[src/rtl/xadc_pkg.sv]
// Shared types and constants for the XADC DRP sampler.
// The optional threshold alarm is enabled with XADC_SAMPLER_ALARM_EN.
package xadc_pkg;

  localparam int SAMPLE_W = 12;

  localparam logic [6:0] DRP_ADDR_TEMP   = 7'h00;
  localparam logic [6:0] DRP_ADDR_VCCINT = 7'h01;
  localparam logic [6:0] DRP_ADDR_VAUX6  = 7'h16;

  typedef enum logic [2:0] {
    IDLE = 3'd0,
    REQ  = 3'd1,
    WAIT = 3'd2,
    ACC  = 3'd3,
    OUT  = 3'd4
  } state_t;

  function automatic logic [7:0] sat_inc8(input logic [7:0] v);
    return (v == 8'hFF) ? v : v + 8'd1;
  endfunction

endpackage

[src/rtl/xadc_accum.sv]
// Sample accumulator: sums 2**AVG_LOG2 samples and presents the truncated mean.
// The count wraps to zero on the last sample so the block is ready for the next batch.
module xadc_accum
  import xadc_pkg::*;
#(
  parameter int AVG_LOG2 = 2
) (
  input  logic                clk,
  input  logic                rst_n,
  input  logic                add_en,
  input  logic                clear,
  input  logic [SAMPLE_W-1:0] sample,
  output logic                last,
  output logic [SAMPLE_W-1:0] mean
);

  localparam int ACC_W = SAMPLE_W + AVG_LOG2;
  localparam int CNT_W = (AVG_LOG2 > 0) ? AVG_LOG2 : 1;
  localparam logic [CNT_W-1:0] CNT_LAST = CNT_W'((1 << AVG_LOG2) - 1);

  logic [ACC_W-1:0] acc_reg;
  logic [CNT_W-1:0] cnt_reg;

  always_ff @(posedge clk or negedge rst_n) begin
    if (!rst_n) begin
      acc_reg <= '0;
      cnt_reg <= '0;
    end else if (clear) begin
      acc_reg <= '0;
      cnt_reg <= '0;
    end else if (add_en) begin
      acc_reg <= acc_reg + ACC_W'(sample);
      cnt_reg <= last ? '0 : cnt_reg + CNT_W'(1);
    end
  end

  assign last = (cnt_reg == CNT_LAST);
  // Divide by the batch size with a shift; the accumulator is wide enough never to overflow.
  assign mean = acc_reg[AVG_LOG2 +: SAMPLE_W];

endmodule

[src/rtl/xadc_drp_sampler.sv]
// Reads one XADC channel over DRP per end-of-conversion, averages and streams the result.
// Defining XADC_SAMPLER_ALARM_EN adds thresh_hi/alarm and a high-threshold comparator.
module xadc_drp_sampler
  import xadc_pkg::*;
#(
  parameter logic [6:0] DRP_ADDR    = DRP_ADDR_VAUX6,
  parameter int         AVG_LOG2    = 2,
  parameter int         TIMEOUT_CYC = 64
) (
  input  logic                clk,
  input  logic                rst_n,
  input  logic                eoc_in,
  input  logic                drdy_in,
  input  logic [15:0]         do_in,
  output logic                den_out,
  output logic [6:0]          daddr_out,
  output logic                dwe_out,
  output logic [SAMPLE_W-1:0] out_data,
  output logic                out_valid,
  input  logic                out_ready,
`ifdef XADC_SAMPLER_ALARM_EN
  input  logic [SAMPLE_W-1:0] thresh_hi,
  output logic                alarm,
`endif
  output logic [7:0]          overrun_cnt,
  output logic                timeout_err
);

  localparam int TMR_W = (TIMEOUT_CYC > 2) ? $clog2(TIMEOUT_CYC) : 1;
  localparam logic [TMR_W-1:0] TMR_LAST = TMR_W'(TIMEOUT_CYC - 1);

  state_t              state_reg, state_next;
  logic [TMR_W-1:0]    timer_reg;
  logic [SAMPLE_W-1:0] sample_reg;
  logic [7:0]          overrun_reg;
  logic                timeout_reg;
  logic                acc_last;
  logic                handshake;
  logic                timeout_hit;
  logic                unused_do_lsbs;

  assign unused_do_lsbs = ^do_in[3:0];

  assign daddr_out   = DRP_ADDR;
  assign dwe_out     = 1'b0;
  assign overrun_cnt = overrun_reg;
  assign timeout_err = timeout_reg;
  assign handshake   = out_valid && out_ready;
  assign timeout_hit = (state_reg == WAIT) && !drdy_in && (timer_reg == TMR_LAST);

  always_ff @(posedge clk or negedge rst_n) begin
    if (!rst_n) begin
      state_reg <= IDLE;
    end else begin
      state_reg <= state_next;
    end
  end

  always_comb begin
    state_next = state_reg;
    den_out    = 1'b0;
    out_valid  = 1'b0;
    case (state_reg)
      IDLE: if (eoc_in) state_next = REQ;
      REQ: begin
        den_out    = 1'b1;
        state_next = WAIT;
      end
      WAIT: begin
        if (drdy_in) state_next = ACC;
        else if (timeout_hit) state_next = IDLE;
      end
      ACC:  state_next = acc_last ? OUT : IDLE;
      OUT: begin
        out_valid = 1'b1;
        if (out_ready) state_next = IDLE;
      end
      default: state_next = IDLE;
    endcase
  end

  always_ff @(posedge clk or negedge rst_n) begin
    if (!rst_n) begin
      timer_reg   <= '0;
      sample_reg  <= '0;
      overrun_reg <= '0;
      timeout_reg <= 1'b0;
    end else begin
      if (state_reg == REQ) timer_reg <= '0;
      else if (state_reg == WAIT) timer_reg <= timer_reg + TMR_W'(1);
      if ((state_reg == WAIT) && drdy_in) sample_reg <= do_in[15:4];
      // Conversions arriving mid-transaction are counted and dropped.
      if (eoc_in && (state_reg != IDLE)) overrun_reg <= sat_inc8(overrun_reg);
      if (timeout_hit) timeout_reg <= 1'b1;
    end
  end

  xadc_accum #(
    .AVG_LOG2(AVG_LOG2)
  ) u_accum (
    .clk   (clk),
    .rst_n (rst_n),
    .add_en(state_reg == ACC),
    .clear (handshake),
    .sample(sample_reg),
    .last  (acc_last),
    .mean  (out_data)
  );

`ifdef XADC_SAMPLER_ALARM_EN
  always_ff @(posedge clk or negedge rst_n) begin
    if (!rst_n) begin
      alarm <= 1'b0;
    end else if (handshake) begin
      alarm <= (out_data > thresh_hi);
    end
  end
`endif

endmodule

[config.mk]
export PLATFORM = sky130hd
export DESIGN_NAME = xadc_drp_sampler
export DESIGN_NICKNAME = d
export VERILOG_FILES = /design/src/rtl/xadc_pkg.sv /design/src/rtl/xadc_accum.sv /design/src/rtl/xadc_drp_sampler.sv
export SDC_FILE = /design/constraint.sdc
export NUM_CORES = 1
export LEC_CHECK = 0
export ABC_AREA = 0
export CORE_MARGIN = 4
export CORE_UTILIZATION = 53
export CTS_BUF_LIST = sky130_fd_sc_hd__clkbuf_16
export DETAILED_ROUTE_END_ITERATION = 16
export GPL_ROUTABILITY_DRIVEN = 0
export GPL_TIMING_DRIVEN = 0
export PLACE_DENSITY = 0.92
export SYNTH_ARGS = -nofsm -noshare
export SYNTH_HDL_FRONTEND = slang
export SYNTH_HIERARCHICAL = 1
export SYNTH_SLANG_ARGS = --single-unit
[constraint.sdc]
create_clock -name clk -period 2.28 [get_ports clk]
set_input_delay 0.228 -clock clk [delete_from_list [all_inputs] [get_ports clk]]
set_output_delay 0.228 -clock clk [all_outputs]
set_load 0.02 [all_outputs]
* Yosys cells after proc, flatten, opt, wreduce, memory -nomap -nowiden
Index checks and enable logic that the tools add are counted.
Storage, ports and cells: flip-flop bits (word level) 46, bits of input ports 21, output and inout port bits 31, word-level logic and storage cells 49
Operators by class: add/subtract/negate cells 4, equal/unequal tests 10, multiplexer cells 15, bitwise logic cells 1, reduce and logical (&&, ||, !) cells 12
Operators with widths (number):
- $mux 14 | 2
- $mux 3 | 5
- $pmux 3 s5 | 1
- $add 14x12->14 | 1
- $mux 6 | 2
- $add 8x1->8 const B | 1
- $eq 8x8->1 const B | 1
- $add 6x1->6 const B | 1
- $eq 3x2->1 const B | 2
- $eq 6x6->1 const B | 1
- $mux 2 | 3
- $logic_and 1x1->1 | 5
- $ne 2x2->1 const B | 2
- $reduce_bool 2->1 | 2
- $eq 3x1->1 const B | 1
- $eq 3x3->1 const B | 1
- $logic_not 3->1 | 1
- $ne 3x3->1 const B | 1
- $reduce_and 3->1 | 1
- $reduce_bool 3->1 | 1
- $add 2x1->2 const B | 1
- $eq 2x2->1 const B | 1
- $mux 1 | 2
- $reduce_and 2->1 | 1
- 2 further kinds | 2

* Longest topological paths before layout
Gate-level depths: netlist of the first run.
depth in word-level cells 6, gate-level depth with buffers 9, mapped depth without buffers 8

* Hierarchy
Netlist of the first run, hierarchy kept.
Modules (own cells, without submodules):
- xadc_drp_sampler | times used 1, cells an instance 138, area an instance 1551.5 µm², sequential area each 750.7 µm²
- xadc_accum | times used 1, cells an instance 169, area an instance 1453.9 µm², sequential area each 400.4 µm²

* Worst setup path after synthesis of the first run
No wires, ideal clock.
kind flip-flop to flip-flop, start reg state_reg[1], end reg u_accum.acc_reg[11], setup time 0.129 ns, arrival time 1.632 ns, data required time 2.151 ns, setup slack 0.519 ns, cell stages (with the launch flop) 8, path buffers 2, period minus slack after synthesis 1.761 ns, cells stage by stage dfrtp_1 buf_6 inv_1 nor3_1 buf_2 nor2_1 a211oi_1 nand3_1
Between the ends: cells in the longest elaborated chain, start to end 4, elaborated cells on any way between the ends 6, classes of those cells 2 x eq/ne; 2 x mux; 2 x reduce/logical
RTL lines:
- start, declared | line xadc_drp_sampler.sv:32 | state_t state_reg, state_next;
- start signal, assigned | line xadc_drp_sampler.sv:55 | state_reg <= state_next;
- $eq 3x3->1 | line xadc_drp_sampler.sv:63 | case (state_reg)
- $mux 1 | line xadc_drp_sampler.sv:63
- $logic_and 1x1->1 | line xadc_drp_sampler.sv:48 | assign handshake = out_valid && out_ready;
- $mux 14 / $reduce_bool 2->1 (equally long branches)
- end signal, assigned | line xadc_accum.sv:32 | acc_reg <= acc_reg + ACC_W'(sample);
- end, declared | line xadc_accum.sv:21 | logic [ACC_W-1:0] acc_reg;
Parallel ways exist; a longest one is shown, timed or not. A chain may end at the register's enable or synchronous reset.

* Worst setup path in the final report of the first run
start reg state_reg[1], end out den_out
Between the ends: cells in the longest elaborated chain, start to end 2
RTL lines:
- $eq 3x1->1 | line xadc_drp_sampler.sv:63
- $mux 1 | line xadc_drp_sampler.sv:63
- end, declared | line xadc_drp_sampler.sv:15 | output logic den_out,
No other way between the ends.

==> results.txt, run 1 <==
The tools report the type of origin of the critical path as a flop. For the worst flop-to-flop path, the logic depth is 6. Detailed routing inserted a total of 2562 vias. TritonCTS built the clock tree.

The clock passes through at most 2 buffers. The tools report the maximum ir drop on the vdd rail as 0.708 mV. The count of buffers inserted at the top-level ports was 39.

The number of nets in the layout is 398. The category of the critical setup timing path is reg2out. In this run, synthesis produced a sequential element count of 46. In this run, synthesis inferred 0 flip-flops with an integrated enable. Dividing the detail-routed wire length by the instance count gives 16.4 um. The tools report the instance area after placement as 0.00352 sq mm. The logs give 4870 um for the sum of net half-perimeters after detailed placement and 0 for the number of hold violations in the final report. In this run the vertical extent of the chip is 83.3 um. The finished layout cell area was 0.00371 sq mm. Clock tree synthesis selected as its root buffer the cell clkbuf_16.

Cells with a size suffix above 1 make up 18.2% of the layout. Entering global routing, the biggest net connects 32 pins. In the post-route analysis, the smallest setup slack over all paths is 229 ps. Among all flip-flop cells after synthesis, the most frequent one is dfrtp_1.

The tightest hold path in the finished design has a slack of 396 ps. Setup repair after global routing left no endpoint under its margin. The sequential area share after synthesis is 38.3%, and the starting utilization of the core area is 54.6%. On the worst path, the slowest cell contributes a delay of 600 ps.

Using the TritonRoute via totals, the vias-per-cell ratio works out to 5.90. The run gives 60.3% as the worst-case headroom to the max-slew limit. The endpoint of the worst-slack reg-to-reg timing path is u_accum/acc_reg[11]. The master of the slowest instance on the critical path was clkdlybuf4s50_1. Clock edge transition at the registers on the reported setup and hold paths: 70 ps.

Type of the worst min-delay path: in2async. Highest attainable clock frequency: 487 MHz. Summed over all cells, the static leakage comes to 0.00160 uW. In this run the post-CTS setup repair buffer count came out at 0.

The tools report the total wire length after detailed routing as 7120 um. The mean cell area of the mapped netlist works out to 9.79 sq um. The via count of the first global-routing pass is 2549. The cell with the most instances after synthesis was dfrtp_1.

The mapped cell area was 0.00301 sq mm. The register with the most flip-flops in the layout has 14 of them. The tools report the number of DRC markers after the initial detailed-route iteration as 141.

In this run the worst path has a maximum fanout of 10. The floorplan step set the die width to 83.3 um. Traced cell by cell, the critical path runs through buf_6, inv_1, nand2_1, nor2_1, clkdlybuf4s50_1. Max-cap violations in this run came to 0. Ranked by total cell area, the synthesized netlist is headed by dfrtp_1, ha_1, buf_4, mux2_2, mux2i_1.

The tree built by TritonCTS fans out to 46 sinks. The number of different library cells used by synthesis comes to 58. 0 antenna diodes ended up in the layout.

The first global-routing pass estimated 12200 um of wire. Of the post-synthesis cell area, the dominant cell type holds 38.3%. The die covers 0.00694 sq mm.

The run gives 2050 ps as the endpoint required time on the critical path. By count the netlist is led by dfrtp_1, buf_4, nand3_1, nor2_1. The area overhead of the layout relative to synthesis works out to 23.4%.

The worst setup path is captured at an output pin. The run finished with clean final reports. Setup violations remaining at the end of the flow were counted as 0. The Yosys warning count was 6. The detailed-router iteration count before antenna repair was 4.

The count of pins over their slew limit is 0. After layout, the design draws a total of 5780 uW. In the routed design, unresolved DRC markers number 0. The beginning of the worst register-to-register path was state_reg[0]. The run gives 307 as the cell count after synthesis. 52 I/O pins were placed. CTS built an H-tree with a depth of 2. The floorplan step defined a core boundary enclosing 0.00551 sq mm.

Global routing consumed, over all layers together, 21.0% of the routing resources. The routed design could run at a clock period as short as 2050 ps. OpenSTA, run right after detailed placement, puts the worst setup slack at 117 ps. Across the routed clock network, the largest skew measured is 3.63 ps. The remaining antenna violation count is 0. Dividing total power by cell area gives a power density of 1560 mW/mm^2.

In this run the register-to-register setup slack is 240 ps. The cell type with the highest aggregate area in the netlist was dfrtp_1. The actual transition at the worst max-transition pin came out at 595 ps. In the final timing run, aggregate negative setup slack is 0 ps. The number of clock buffers added by TritonCTS is 5.

The remaining global-route overflow is 0. Source-to-sink clock delay at the later pin of the worst-skew pair: 290 ps. The initialized floorplan defines 27 standard-cell rows. The part of the cycle the worst path needs is 90.0%. For the worst setup path, the data arrival time is 1820 ps. The fraction of registers with async set/reset was 100%. For the number of antenna violations at the first check in global routing, the log shows 0.
final cells by class:
type	instances	area, sq um
clock inverters	3	45.0
clock buffers	5	125
flip-flops and latches	46	1150
plain buffers	31	225
repair buffers	41	415
inverters	8	30.0
well taps	72	90.1
multi-input cells	228	1630
fillers	421	1800
kinds of logic after synthesis:
family,count (synthesis),synth area share [%]
adder cells (fa/ha/maj),16,6.91
buffers and inverters,39,8.49
XOR/XNOR,7,2.04
multiplexers,23,8.24
other,2,0.250
AO/OA/AOI/OAI,70,16.5
flip-flops,46,38.3
AND/OR/NAND/NOR,104,19.2
timing repair:
action | CTS | global route
hold endpoints to repair | 15 | 0
hold buffers | 1 | 0
resized for setup | 0 | 1
endpoints found under the setup margin | 0 | 3
placed cells by master (no fill, tap or decap), types with 3 or more instances in the layout:
cell type and instances:
a211oi_1 5, a21o_1 4, a21oi_1 12, and3_1 5, buf_2 6, buf_4 21
buf_6 3, clkbuf_16 5, clkdlybuf4s50_1 38, conb_1 8, dfrtp_1 46, ha_1 15
inv_1 7, mux2_2 14, mux2i_1 9, nand2_1 15, nand2b_1 6, nand3_1 18
nand4_1 6, nor2_1 18, nor2b_1 5, nor3_1 7, nor4_1 3, o211ai_1 6
o21a_1 6, o21ai_0 14, o21ai_1 5, or3_1 4, xnor2_1 5
routing by layer:
| layer | track usage (%) | vias up | part of all wire, % |
|---|---|---|---|
| met2 | 35.9 | 102 | 49 |
| li1 | - | 1201 | - |
| met5 | 0 | - | 0 |
| met1 | 25.9 | 1242 | 42 |
| met3 | 5.16 | 17 | 7.1 |
| met4 | 7.13 | 0 | 2.0 |
critical path, delay by kind of cell, from the launching register on:
family,cells,cell delay (ps)
flip-flops,1,370
AND/OR/NAND/NOR,2,200
buffers and inverters,3,950
through the flow:
| stage | cells | util (%) |
|---|---|---|
| finish | 434 | 67.3 |
| global route | 434 | 67.3 |
| CTS | 434 | 67.3 |
| detailed placement | 425 | 64.0 |
| global placement | 424 | 63.7 |
| floorplan | 313 | - |
worst max-delay path by stage:
stage                      start                   to  cells past startpoint  slack (ps)
finish              state_reg[1]              den_out                      5         230
global route        state_reg[1]              den_out                      5         120
CTS                 state_reg[1]  u_accum/acc_reg[11]                      7         100
detailed placement  state_reg[1]  u_accum/acc_reg[11]                      7         120
global placement           rst_n       overrun_cnt[6]                      1        -260
floorplan           state_reg[1]  u_accum/acc_reg[11]                      7         520
power by group:
group	internal, uW	total, uW	switching, uW
Combinational	1600	3460	1860
Clock	517	838	321
Sequential	1170	1480	311
Total	3290	5780	2490
Power figures use the tool's default switching activity.
==> run 2: changes to the inputs <==
- CORE_MARGIN: 4 -> 1.5
- CTS_CLUSTER_SIZE: default -> 10
- GPL_TIMING_DRIVEN: 0 -> default
==> results.txt, run 2 (synthesis gave the netlist of run 1 again) <==
The post-route clock skew was 7.18 ps; the final setup violation count was 0. Entering global routing, the biggest net connects 32 pins. Highest cell delay on the worst timing path: 610 ps. The via count of the first global-routing pass was 2340; the portion of total power attributed to the clock network was 12.9%. The run gives 188 ps as the final worst slack. Setup repair after global routing left no endpoint under its margin. The post-route netlist has 11.9% of its cells at a drive strength greater than 1.

In this run the static leakage power is 0.00147 uW. The total area inside the core boundary comes to 0.00547 sq mm. For the part of the power in combinational logic, the log shows 58.7%. The number of antenna violations at the first check in global routing is 0, and the total wire length after detailed routing is 6060 um. The category of the critical setup timing path is reg2out. Using the TritonRoute via totals, the vias-per-cell ratio works out to 5.82.

TritonCTS built the clock tree. For the worst setup path, the data arrival time is 1860 ps. The clock reaches the later pin of the worst-skew pair after 280 ps. The tools report the total of max-cap violations as 0. In the final layout, flip-flops and latches occupy 0.00115 sq mm. Along the worst path, the maximum fanout reaches 10. In this run, flip-flops and latches consume 28.5% of the power. Number of I/O pins: 52. The signal on the critical path passes through inv_1, nand2_1, nor2_1, clkdlybuf4s50_1. The wire-length estimate of the detail-placed layout is 4400 um.

The run finished with clean final reports. The final route contains 2380 vias. The run gives 0 as the number of hold violations in the final report.

The die is 78.3 um tall. Met2 track demand over resource in global routing: 34.9%. The area of the die came out at 0.00613 sq mm. The net switching power of the design is 2320 uW.

In this run switching power makes up 43.5% of total power. The clock passes through at most 2 buffers. Dividing total power by cell area gives a power density of 1530 mW/mm^2. The clock edge transition at the registers on the reported setup and hold paths was 60 ps. Prior to clock tree synthesis, the placed netlist has a worst setup slack of 257 ps. After detailed routing, the average wire length per cell comes to 14.8 um. The tools report the aggregate global-route resource usage as 20.7%. The routed design could run at a clock period as short as 2090 ps. The worst setup path is captured at an output pin. The area overhead of the layout relative to synthesis works out to 15.9%.

The internal power component is 3010 uW, and the count of buffers inserted at the top-level ports is 39. In the layout the commonest cells are dfrtp_1, clkdlybuf4s50_1, nor2_1, nand3_1. The path class of the tightest hold or removal check is in2async.

The first global-routing pass estimated 10200 um of wire. The endpoint required time on the critical path came out at 2050 ps. Global routing consumed, on the met3 layer, 4.88% of the routing resources. Number of DRC markers after the initial detailed-route iteration: 173. The first detailed-routing pass ran for 4 iterations.

The tools report the count of pins over their slew limit as 0. The filler cells instantiated in the layout total 440. The maximum level of the CTS H-tree came out at 2. Counting cells, the worst reg-to-reg path comes to 7.

Leaving out fill and tap cells, the most frequent cell in the layout is dfrtp_1. The tools report the cell at the root of the clock tree as clkbuf_16. In the final design database the tool counted 373 nets. The total inserted antenna cells came out at 0. The highest attainable clock frequency came out at 478 MHz. The register with the most flip-flops in the layout has 14 of them. The peak-usage layer in the global routing report was met2. For the buffer count from post-CTS setup fixing, the log shows 0. The finished cells cover 0.00348 sq mm. Remaining antenna violation count: 0. After global routing the overflow that remains totals 0. The placed instances occupy a cell area of 0.00334 sq mm.

The clock buffer count from CTS is 5. The worst setup path is launched from a flop. The met1 demand-to-capacity share in global routing is 25.1%. Counting every sink on the clock net gives 46. IR analysis of the VDD net gives a maximum drop of 0.692 mV. The initial utilization of the core area, before any placement, comes to 54.9%.

Counting tap cells, the placed design contains a total of 400 instances. The non-filler instance count after layout is 409, and the area used by multi-input combinational logic is 0.00163 sq mm. The slowest stage of the critical path belongs to the cell clkdlybuf4s50_1. The initialized floorplan defines 27 standard-cell rows.

The floorplan step set the die width to 78.3 um. Share of the core filled with cells in the final layout: 63.6%. Dividing the final minimum period by the clock period gives 91.7%. After routing, the total negative slack on setup checks comes to 0 ps.

In the routed design, unresolved DRC markers number 0. In this run, post-CTS repair resized a total of 0 instances.
## run 2: changes by cell type in the layout (fill, tap and decap cells not counted), sizes merged
cell      delta
clkbuf       -2
inv          +1
bufinv       -1
clkinv       +2
buf         -23
clkinvlp     -2
## run 2: layout make-up
type / instances / share of cell area [%]
Clock buffer: 5 / 3.59
Clock inverter: 3 / 0.359
Sequential cell: 46 / 33.0
Inverter: 8 / 0.862
Tap cell: 72 / 2.59
Timing Repair Buffer: 47 / 12.9
Multi-Input combinational cell: 228 / 46.7
## run 2: metrics by stage
stage / power (uW) / hold slack, ps
finish: 5330 / 380
global route: 5750 / 406
global placement: 4490 / 150
floorplan: 3950 / -67.6
CTS: 5340 / 390
detailed placement: 4630 / 158
## run 2: path summary, 6_finish.rpt
check | to | slack, ps | start
hold / removal | state_reg[0] | 380 | rst_n
max in group asynchronous | u_accum/acc_reg[9] | 1190 | rst_n
setup / recovery | den_out | 190 | state_reg[1]
setup reg to reg | u_accum/acc_reg[11] | 230 | state_reg[1]
hold reg to reg | timeout_err | 490 | timeout_err
min in group clk | timeout_err | 490 | timeout_err
## run 2: critical path: cells and delay by family, from the launching register on
family	cells	cell delay (ps)
buf+inv	2	880
simple gates	2	210
flops	1	500
## run 2: power groups by stage
stage | clock network, uW | logic, uW | registers (uW)
floorplan | 0 | 2490 | 1460
global placement | 0 | 2980 | 1510
detailed placement | 0 | 3100 | 1530
CTS | 703 | 3120 | 1520
global route | 748 | 3420 | 1590
finish | 685 | 3130 | 1520
## run 2: per-layer routing
metal / up-vias / share of wire, %
met1: 1139 / 44
met4: 0 / 2.2
li1: 1155 / -
met3: 13 / 5.0
met5: - / 0
met2: 73 / 49
## run 2: what timing repair did
action,4_1_cts,5_1_grt
setup endpoints to repair,0,0
endpoints found under the hold margin,15,0
hold buffers,1,0
==> patch: new RTL, config.mk and constraints of run 1 <==
`AVG_LOG2` is set to 2 in 2 places; all go to 4. Comments in the files are not updated.
--- a/src/rtl/xadc_accum.sv
+++ b/src/rtl/xadc_accum.sv
@@ -3,7 +3,7 @@
 module xadc_accum
   import xadc_pkg::*;
 #(
-  parameter int AVG_LOG2 = 2
+  parameter int AVG_LOG2 = 4
 ) (
   input  logic                clk,
   input  logic                rst_n,
--- a/src/rtl/xadc_drp_sampler.sv
+++ b/src/rtl/xadc_drp_sampler.sv
@@ -4,7 +4,7 @@
   import xadc_pkg::*;
 #(
   parameter logic [6:0] DRP_ADDR    = DRP_ADDR_VAUX6,
-  parameter int         AVG_LOG2    = 2,
+  parameter int         AVG_LOG2    = 4,
   parameter int         TIMEOUT_CYC = 64
 ) (
   input  logic                clk,
Formal check against the unedited RTL: not equivalent (Yosys sat finds a counterexample within 10 cycles, from zero or initial values and one cycle with rst_n low).
==> patch against run 1 <==
Sequential share of layout area grew 1.5 points; worst setup slack lost 150 ps; wire length shrank 4.3%; sequential cell count grew 4; critical path type is now register to register; highest routed layer unchanged; total power grew 2.8%; synthesized area grew 4.5%; cell area grew 3.8%; largest power group unchanged.
==> patch: results (changes against run 1) <==
Via count = 2633 (was 2562)
Clock Skew = 3.20 ps (was 3.63 ps)
Leakage power total = 0.00169 uW (was 0.00160 uW)
Capture point of the worst reg-to-reg path = u_accum/acc_reg[15]$_DFFE_PN0P_ (was u_accum/acc_reg[11]$_DFFE_PN0P_)
Area contributors post-synth = sky130_fd_sc_hd__dfrtp_1 (40%), sky130_fd_sc_hd__ha_1 (6.0%), sky130_fd_sc_hd__buf_4 (5.0%), sky130_fd_sc_hd__mux2_2 (5.0%), sky130_fd_sc_hd__a21oi_1 (3.2%) (was sky130_fd_sc_hd__dfrtp_1 (38%), sky130_fd_sc_hd__ha_1 (6.2%), sky130_fd_sc_hd__buf_4 (5.2%), sky130_fd_sc_hd__mux2_2 (5.2%), sky130_fd_sc_hd__mux2i_1 (3.0%))
Tot GR Track Use = 19.5% (was 21.0%)
VDD IR-drop max = 837 uV (was 708 uV)
Run status = completed (unchanged)
Slew Limit Headroom = 66.6% (was 60.3%)
Iteration count of the initial detailed-routing pass = 5 (was 4)
Register-to-register setup slack = 80 ps (was 240 ps)
CTS HTree Levels = 2 (unchanged)
Antenna-violating nets left = 0 (unchanged)
Stage delay of the slowest cell on the critical path = 430 ps (was 600 ps)
Commonest cells post-synth = sky130_fd_sc_hd__dfrtp_1 (50), sky130_fd_sc_hd__nand2_1 (22), sky130_fd_sc_hd__buf_4 (21) (was sky130_fd_sc_hd__dfrtp_1 (46), sky130_fd_sc_hd__buf_4 (21), sky130_fd_sc_hd__nand3_1 (18), sky130_fd_sc_hd__nor2_1 (18))
Worst setup slack before clock tree synthesis = -69.9 ps (was 117 ps)
First-pass GRT wire length = 11600 um (was 12200 um)
Post_cts resized = 1 (was 0)
Signal arrival time at the worst endpoint = 2370 ps (was 1820 ps)
Clock slew at reported path FFs = 60 ps
Number of flip-flops in the largest register = 16 (was 14)
Slowest library cell on the worst path = sky130_fd_sc_hd__dfrtp_1 (was sky130_fd_sc_hd__clkdlybuf4s50_1)
Total of fill cells in the finished design = 426 (was 421)
Worst setup EP type = register (was primary output)
Final net count = 416 (was 398)
Number of global-route vias before repair = 2399 (was 2549)
Layout cell share with drive strength beyond 1 = 17.4% (was 18.2%)
Number of distinct library cells after synthesis = 57 (was 58)
Maximum number of pins on one net before global-route repair = 34 (was 32)
Main flop type after synthesis = sky130_fd_sc_hd__dfrtp_1 (unchanged)
Worst setup startpoint = u_accum/acc_reg[6]$_DFFE_PN0P_ (was state_reg[1]$_DFFE_PN0P_)
Final period utilization = 96.5% (was 90.0%)
DRC marker count from the first detailed-route iteration = 235 (was 141)
Sequential cell area fraction in the yosys report = 39.8% (was 38.3%)
DPL Wire Length = 5060 um (was 4870 um)
Crit path max-delay family = compound AO/OA/AOI/OAI gates (was buffers and inverters)
Wirelength per Cell = 15.1 um (was 16.4 um)
Maximum net fanout on the critical path = 5 (was 10)
-- patch: cell types whose count changed after synthesis, sizes merged, moves of 3 or more --
cell and delta:
xor2 +3, nand2b -3, dfrtp +4, nand3 -8, nand2 +8, inv +3
a21o +3, o22ai +4, a21oi +9, nor4 -3
-- patch: through the flow --
stage / hold WS [ps] / std cells / setup TNS [ps] / area, um2 / total power [uW]
after detailed placement: 192 / 442 / -295 / 3660 / 5050
after global placement: 451 / 441 / -21880 / 3640 / 4860
final: 426 / 452 / 0 / 3850 / 5940
after global routing: 474 / 452 / -40.7 / 3850 / 6400
after CTS: 420 / 451 / 0 / 3810 / 5790
after floorplan: -67.6 / 330 / 0 / 3160 / 4130
-- patch: cells by family (layout without fill, tap and decap cells) --
kind of cell    count (synthesis)  after routing  share of synthesized area [%]
compound gates                 80             80                           17.3
flops                          50             50                           39.8
xor+xnor                       10             10                           2.79
fa+ha+maj                      16             16                           6.61
mux                            25             25                           8.57
other cells                     2              8                          0.239
buf+inv                        42             92                           8.37
simple gates                   99             99                           16.3
-- patch: routing by layer --
| metal | GRT usage (%) | part of all wire (%) | vias to the layer above |
|---|---|---|---|
| li1 | - | - | 1256 |
| met1 | 25.6 | 42 | 1267 |
| met2 | 32.8 | 50 | 98 |
| met3 | 3.40 | 6.0 | 12 |
| met4 | 6.19 | 1.8 | 0 |
| met5 | 0 | 0 | - |
-- patch: cell type report --
cell class	instances	area, um2	share of cell area, %
buffer	31	224	5.82
clock buffer	5	125	3.25
clock inverter	3	12.5	0.325
inverter	11	41.3	1.07
multi-input combinational	238	1680	43.7
sequential	50	1250	32.5
tap	72	90.1	2.34
timing repair buffer	42	423	11.0
-- patch: report_power, final --
group          switching [uW]  total, uW  internal (uW)
Sequential                351       1630           1280
Combinational            1880       3600           1720
Clock                     312        709            397
Total                    2540       5940           3390
